**src/rtl/cpu_run_controller.sv**
```systemverilog
// Run controller for the 5-stage CPU: reset sequencing, cycle accounting, halt/timeout detection.
// Optional stall/flush perf counters are built when PERF_COUNTERS_EN is defined.
module cpu_run_controller #(
    parameter int ADDR_W         = 32,
    parameter int CYC_W          = 32,
    parameter int RESET_CYCLES   = 4,
    parameter int MAX_CYCLES     = 20000,
    parameter int IDLE_PC_CYCLES = 8
) (
    input  logic              input_clk,
    input  logic              rst,
    input  logic              start,
    input  logic [ADDR_W-1:0] pc,
    input  logic              hlt,
    input  logic              stall,
    input  logic              flush,
    output logic              core_rst,
    output logic              running,
    output logic              done,
    output logic              timed_out,
    output logic [CYC_W-1:0]  cycles_consumed,
    output logic [ADDR_W-1:0] halt_pc,
    output logic [CYC_W-1:0]  stall_cycles,
    output logic [CYC_W-1:0]  flush_count
);

    localparam int HOLD_W = (RESET_CYCLES > 1) ? $clog2(RESET_CYCLES) : 1;
    localparam logic [HOLD_W-1:0] HOLD_LAST = HOLD_W'(RESET_CYCLES - 1);
    localparam logic [CYC_W-1:0] MAX_C = CYC_W'(MAX_CYCLES);
    localparam logic [CYC_W-1:0] IDLE_C = CYC_W'(IDLE_PC_CYCLES);

    typedef enum logic [2:0] {
        S_IDLE,
        S_RST_HOLD,
        S_RUN,
        S_DONE,
        S_TIMEOUT
    } state_t;

    state_t state_q;
    state_t state_d;

    logic [HOLD_W-1:0] hold_cnt;
    logic [CYC_W-1:0]  idle_cnt;
    logic [ADDR_W-1:0] last_pc;

    logic [CYC_W-1:0] cyc_inc;
    logic [CYC_W-1:0] idle_inc;
    logic             idle_halt;
    logic             halt;
    logic             tmo;
    logic             start_ok;
    logic             in_run;

    assign in_run   = (state_q == S_RUN);
    assign start_ok = start && ((state_q == S_IDLE) ||
                                (state_q == S_DONE) ||
                                (state_q == S_TIMEOUT));

    assign cyc_inc = (cycles_consumed == '1) ? cycles_consumed
                                             : cycles_consumed + 1'b1;

    assign idle_inc = (pc != last_pc) ? '0 :
                      (idle_cnt == '1) ? idle_cnt : idle_cnt + 1'b1;

    assign idle_halt = (IDLE_PC_CYCLES != 0) && (idle_inc == IDLE_C);
    assign halt      = hlt || idle_halt;
    assign tmo       = (MAX_CYCLES != 0) && !halt && (cyc_inc == MAX_C);

    always_ff @(posedge input_clk or posedge rst) begin
        if (rst) begin
            state_q <= S_IDLE;
        end else begin
            state_q <= state_d;
        end
    end

    always_comb begin
        state_d = state_q;
        unique case (state_q)
            S_IDLE, S_DONE, S_TIMEOUT: begin
                if (start) state_d = S_RST_HOLD;
            end
            S_RST_HOLD: begin
                if (hold_cnt == HOLD_LAST) state_d = S_RUN;
            end
            S_RUN: begin
                if (halt) state_d = S_DONE;
                else if (tmo) state_d = S_TIMEOUT;
            end
            default: state_d = S_IDLE;
        endcase
    end

    always_ff @(posedge input_clk or posedge rst) begin
        if (rst) begin
            core_rst        <= 1'b1;
            running         <= 1'b0;
            done            <= 1'b0;
            timed_out       <= 1'b0;
            cycles_consumed <= '0;
            halt_pc         <= '0;
            hold_cnt        <= '0;
            idle_cnt        <= '0;
            last_pc         <= '0;
        end else begin
            core_rst <= (state_d != S_RUN);
            running  <= (state_d == S_RUN);
            if (start_ok) begin
                done            <= 1'b0;
                timed_out       <= 1'b0;
                cycles_consumed <= '0;
                halt_pc         <= '0;
                hold_cnt        <= '0;
                idle_cnt        <= '0;
                last_pc         <= '0;
            end else if (state_q == S_RST_HOLD) begin
                hold_cnt <= hold_cnt + 1'b1;
            end else if (in_run) begin
                cycles_consumed <= cyc_inc;
                idle_cnt        <= idle_inc;
                last_pc         <= pc;
                if (halt) begin
                    done    <= 1'b1;
                    halt_pc <= pc;
                end else if (tmo) begin
                    done      <= 1'b1;
                    timed_out <= 1'b1;
                    halt_pc   <= pc;
                end
            end
        end
    end

`ifdef PERF_COUNTERS_EN
    always_ff @(posedge input_clk or posedge rst) begin
        if (rst) begin
            stall_cycles <= '0;
            flush_count  <= '0;
        end else if (start_ok) begin
            stall_cycles <= '0;
            flush_count  <= '0;
        end else if (in_run) begin
            if (stall && (stall_cycles != '1))
                stall_cycles <= stall_cycles + 1'b1;
            if (flush && (flush_count != '1))
                flush_count <= flush_count + 1'b1;
        end
    end
`else
    logic unused_perf;
    assign unused_perf  = stall ^ flush;
    assign stall_cycles = '0;
    assign flush_count  = '0;
`endif

endmodule

```
**config.mk**
```make
export PLATFORM = sky130hd
export DESIGN_NAME = cpu_run_controller
export DESIGN_NICKNAME = d
export VERILOG_FILES = /design/src/rtl/cpu_run_controller.sv
export SDC_FILE = /design/constraint.sdc
export NUM_CORES = 1
export LEC_CHECK = 0
export ABC_CLOCK_PERIOD_IN_PS = 8600
export CORE_AREA = 3 3 98 170
export DETAILED_ROUTE_END_ITERATION = 8
export DIE_AREA = 0 0 101 173
export GPL_TIMING_DRIVEN = 0
export PLACE_DENSITY_LB_ADDON = 0.25
export SLEW_MARGIN = 20
export SYNTH_ARGS = -nofsm -noshare
export SYNTH_HDL_FRONTEND = slang
export SYNTH_SLANG_ARGS = --single-unit
export TNS_END_PERCENT = 30
```
**constraint.sdc**
```tcl
create_clock -name input_clk -period 8.6 [get_ports input_clk]
set_clock_uncertainty 0.15 [all_clocks]
set_input_delay 0.86 -clock input_clk [delete_from_list [all_inputs] [get_ports input_clk]]
set_output_delay 0.86 -clock input_clk [all_outputs]
set_load 0.1 [all_outputs]
```
==> results.sh <==
export IMPL_grt_use_total_pct=30.1
export IMPL_slowest_delay_ns=0.79
export IMPL_path_class="flip-flop to flip-flop"
export IMPL_fillers=1265
export IMPL_seqPwrFrac_pct=29.4
export IMPL_p_sw_share_pct=47.3
export IMPL_fin_tns_setup_ns=0
export IMPL_mostFrequentLayoutCells="170 x nand2_1, 136 x dfrtp_1, 104 x o21ai_0"
export IMPL_hold_viol_final=0
export IMPL_drive_gt1_share_pct=11.3
export IMPL_avgSynthCellArea_um2=8.30
export IMPL_num_rows=60
export IMPL_fmax_mhz=234
export IMPL_postCtsHoldBufs=0
export IMPL_clkLatencyLatePin_ns=0.42
export IMPL_clock_power_share_pct=26.5
export IMPL_end_kind="flip-flop"
export IMPL_cellLeakagePower_uw=0.00470
export IMPL_cts_htree_levels=4
export IMPL_instances_no_fill=1436
export IMPL_yosys_cell_types_count=67
export IMPL_first_iter_violations=573
export IMPL_cp_top_family="compound AO/OA/AOI/OAI gates"
export IMPL_vias_per_cell=6.01
export IMPL_drc=0
export IMPL_setup_ws_ns=4.33
export IMPL_fin_crit_sh_pct=49.7
export IMPL_ys_seq_area_share_pct=39.3
export IMPL_pin_count=170
export IMPL_async_flop_share_pct=100
export IMPL_synth_seq_cells=137
export IMPL_final_cell_area_mm2=0.0109
export IMPL_ir_drop_v=0.000247
export IMPL_postSynthCellCount=1051
export IMPL_grt_max_degree=84
export IMPL_fp_dieW_um=101
export IMPL_cp_arrival_ns=4.41
export IMPL_vias=8630
export IMPL_pre_cts_slack_ns=4.17
export IMPL_cp_required_ns=8.74
export IMPL_tritoncts="done"
export IMPL_setup_viol=0
export IMPL_slew_headroom_pct=32.7
export IMPL_clockBufferDepth=2
export IMPL_dr_pass1_iters=5
export IMPL_synth_edf_count=0
export IMPL_pwr_share_comb_pct=44.1
export IMPL_layout_commonest_cell="nand2_1"
export IMPL_rsz0062_at_grt="false"
export IMPL_hp_class="flip-flop to flip-flop"
export IMPL_areaGrowthSynthToFinish_pct=24.7
export IMPL_grt_pass1_vias=8476
export IMPL_p_per_area_mw_per_mm2=268
export IMPL_p_switching_uw=1380
export IMPL_startpoint_type="flip-flop"
export IMPL_cts_buffers=17
export IMPL_cts_reportedPaths_clkPinSlew_ns=0.06
export IMPL_numPortBuffers=103
export IMPL_start_util_pct=56.4
export IMPL_grt_overflow_total=0
export IMPL_synth_yosys_warnings=0
export IMPL_status="complete, no violations"
export IMPL_crit_chain="ha_1, and2_1, clkbuf_1, nand3_1, a2111oi_0, xnor2_1, nor3b_1, nand4_1, o31ai_4, o21a_4, buf_4, o21ai_0"
export IMPL_diodes=0
export IMPL_finalWirelength_um=26200
export IMPL_slowest_stage="a2111oi_0"
export IMPL_post_cts_resized=0
export IMPL_ant_nets=0
export IMPL_cts_root_buf="clkbuf_16"
export IMPL_wire_per_inst_um=18.2
export IMPL_die_h_um=173
export IMPL_dp_cells=1404
export IMPL_place_gp_congestion=0.967
export IMPL_die_area_mm2=0.0175
export IMPL_post_cts_setup_buffers=0
export IMPL_synth_main_ff_cell="dfrtp_1"
export IMPL_cap_violations=0
export IMPL_netlist_area_mm2=0.00872
export IMPL_antenna_found_initial=0
export IMPL_regArea_mm2=0.00343
export IMPL_multi_input_area_mm2=0.00467
export IMPL_grt_pass1_wl_um=42100
export IMPL_core_area_mm2=0.0155
export IMPL_worst_pin_slew_ns=1.01
export IMPL_detailed_place_area_mm2=0.0103
export IMPL_cts_sinks=137
export IMPL_period_minus_slack_ns=4.27
export IMPL_dp_hpwl_um=19200
export IMPL_nets=1278
export IMPL_slew_violations=0
export IMPL_path_max_fanout=10
export IMPL_crit_buf_inv=2
export IMPL_p_int_uw=1540
-- metal layers --
| layer | share of wire (%) | vias to the layer above | global-route usage (%) | routed length, um |
|---|---|---|---|---|
| li1 | - | 4031 | - | - |
| met1 | 36 | 4029 | 33.1 | 9380 |
| met2 | 51 | 440 | 51.7 | 13300 |
| met3 | 6.4 | 130 | 4.72 | 1670 |
| met4 | 6.8 | 0 | 20.5 | 1780 |
| met5 | 0 | - | 0 | 0 |
-- flip-flops by register name, summed over array words and instances (netlist names) --
signal / cells
state_q: 3
running: 1
done: 1
timed_out: 1
last_pc: 32
cycles_consumed: 32
core_rst: 1
idle_cnt: 32
hold_cnt: 2
halt_pc: 32
-- area by class of cell --
class / count / share of cell area [%]
multi-input combinational: 824 / 42.9
sequential: 137 / 31.5
timing repair buffer: 104 / 9.73
buffer: 144 / 7.60
clock buffer: 18 / 3.95
tap: 186 / 2.14
clock inverter: 14 / 1.71
inverter: 9 / 0.380
-- through the flow --
step                      total power (uW)  hold WS, ns  utilization, %
after floorplan                       1820        0.320               -
after CTS                             2920        0.352            70.3
final                                 2910        0.348            70.3
after detailed placement              2150        0.336            66.3
after global routing                  3030        0.372            70.3
after global placement                2120        0.321            66.1
-- power by group through the flow --
| stage | sequential, uW | combinational, uW | clock, uW |
|---|---|---|---|
| floorplan | 1340 | 484 | 0 |
| global placement | 859 | 1260 | 0 |
| detailed placement | 867 | 1280 | 0 |
| CTS | 857 | 1280 | 775 |
| global route | 874 | 1350 | 805 |
| finish | 857 | 1290 | 771 |
-- worst reg2reg max path: cells and delay by family (launching register included) --
kind            cells  cell delay (ns)
flops               1             0.42
buf+inv             2             0.42
xor+xnor            1             0.23
simple gates        4             0.90
compound gates      4             1.77
fa+ha+maj           1             0.23
-- path summary, 6_finish.rpt --
kind	from	endpoint	slack, ns	cells after the start
setup / recovery	idle_cnt[0]	halt_pc[9]	4.33	12
hold / removal	timed_out	timed_out	0.35	1
setup reg to reg	idle_cnt[0]	halt_pc[9]	4.33	12
hold reg to reg	timed_out	timed_out	0.35	1
max in group asynchronous	rst	core_rst	6.84	3
min in group asynchronous	rst	done	0.69	2
-- Yosys cell counts, drive strengths merged, types with 2 or more instances --
| cell type | count | area share [%] |
|---|---|---|
| a31oi | 14 | 1.0 |
| o211ai | 33 | 2.8 |
| and4 | 14 | 1.4 |
| o31ai | 24 | 2.2 |
| o21bai | 2 | 0.17 |
| a2111oi | 4 | 0.55 |
| or4 | 3 | 0.26 |
| a41oi | 2 | 0.20 |
| mux2i | 2 | 0.23 |
| xor2 | 39 | 3.9 |
| nor3 | 19 | 1.1 |
| o2111ai | 2 | 0.20 |
| o22a | 4 | 0.40 |
| buf | 92 | 7.2 |
| a21o | 3 | 0.26 |
| clkbuf | 52 | 2.2 |
| o21ai | 110 | 6.3 |
| or3 | 2 | 0.14 |
| nand4 | 27 | 1.9 |
| o41ai | 8 | 0.80 |
| dfrtp | 136 | 39 |
| o31a | 3 | 0.30 |
| nor4 | 15 | 1.4 |
| nor4b | 2 | 0.20 |
| nand3 | 38 | 2.2 |
| and3 | 25 | 1.8 |
| nor2b | 5 | 0.36 |
| and2 | 12 | 0.86 |
| a21oi | 71 | 4.1 |
| a22o | 9 | 0.90 |
| mux2 | 4 | 0.52 |
| nor2 | 46 | 2.0 |
| inv | 8 | 0.34 |
| nand2 | 172 | 7.5 |
| xnor2 | 15 | 1.5 |
| nor3b | 3 | 0.26 |
| a211oi | 5 | 0.54 |
| o311ai | 2 | 0.20 |
| o21a | 5 | 0.52 |
| ha | 3 | 0.43 |
-- logic make-up after synthesis --
group                    share of synthesized area, %
AND/OR/NAND/NOR                                  21.7
AO/OA/AOI/OAI                                    22.5
buffers and inverters                            9.87
flip-flops                                       39.3
XOR/XNOR                                         5.42
multiplexers                                    0.746
adder cells (fa/ha/maj)                         0.430
other                                          0.0430
(Power assumes the default switching activity.)
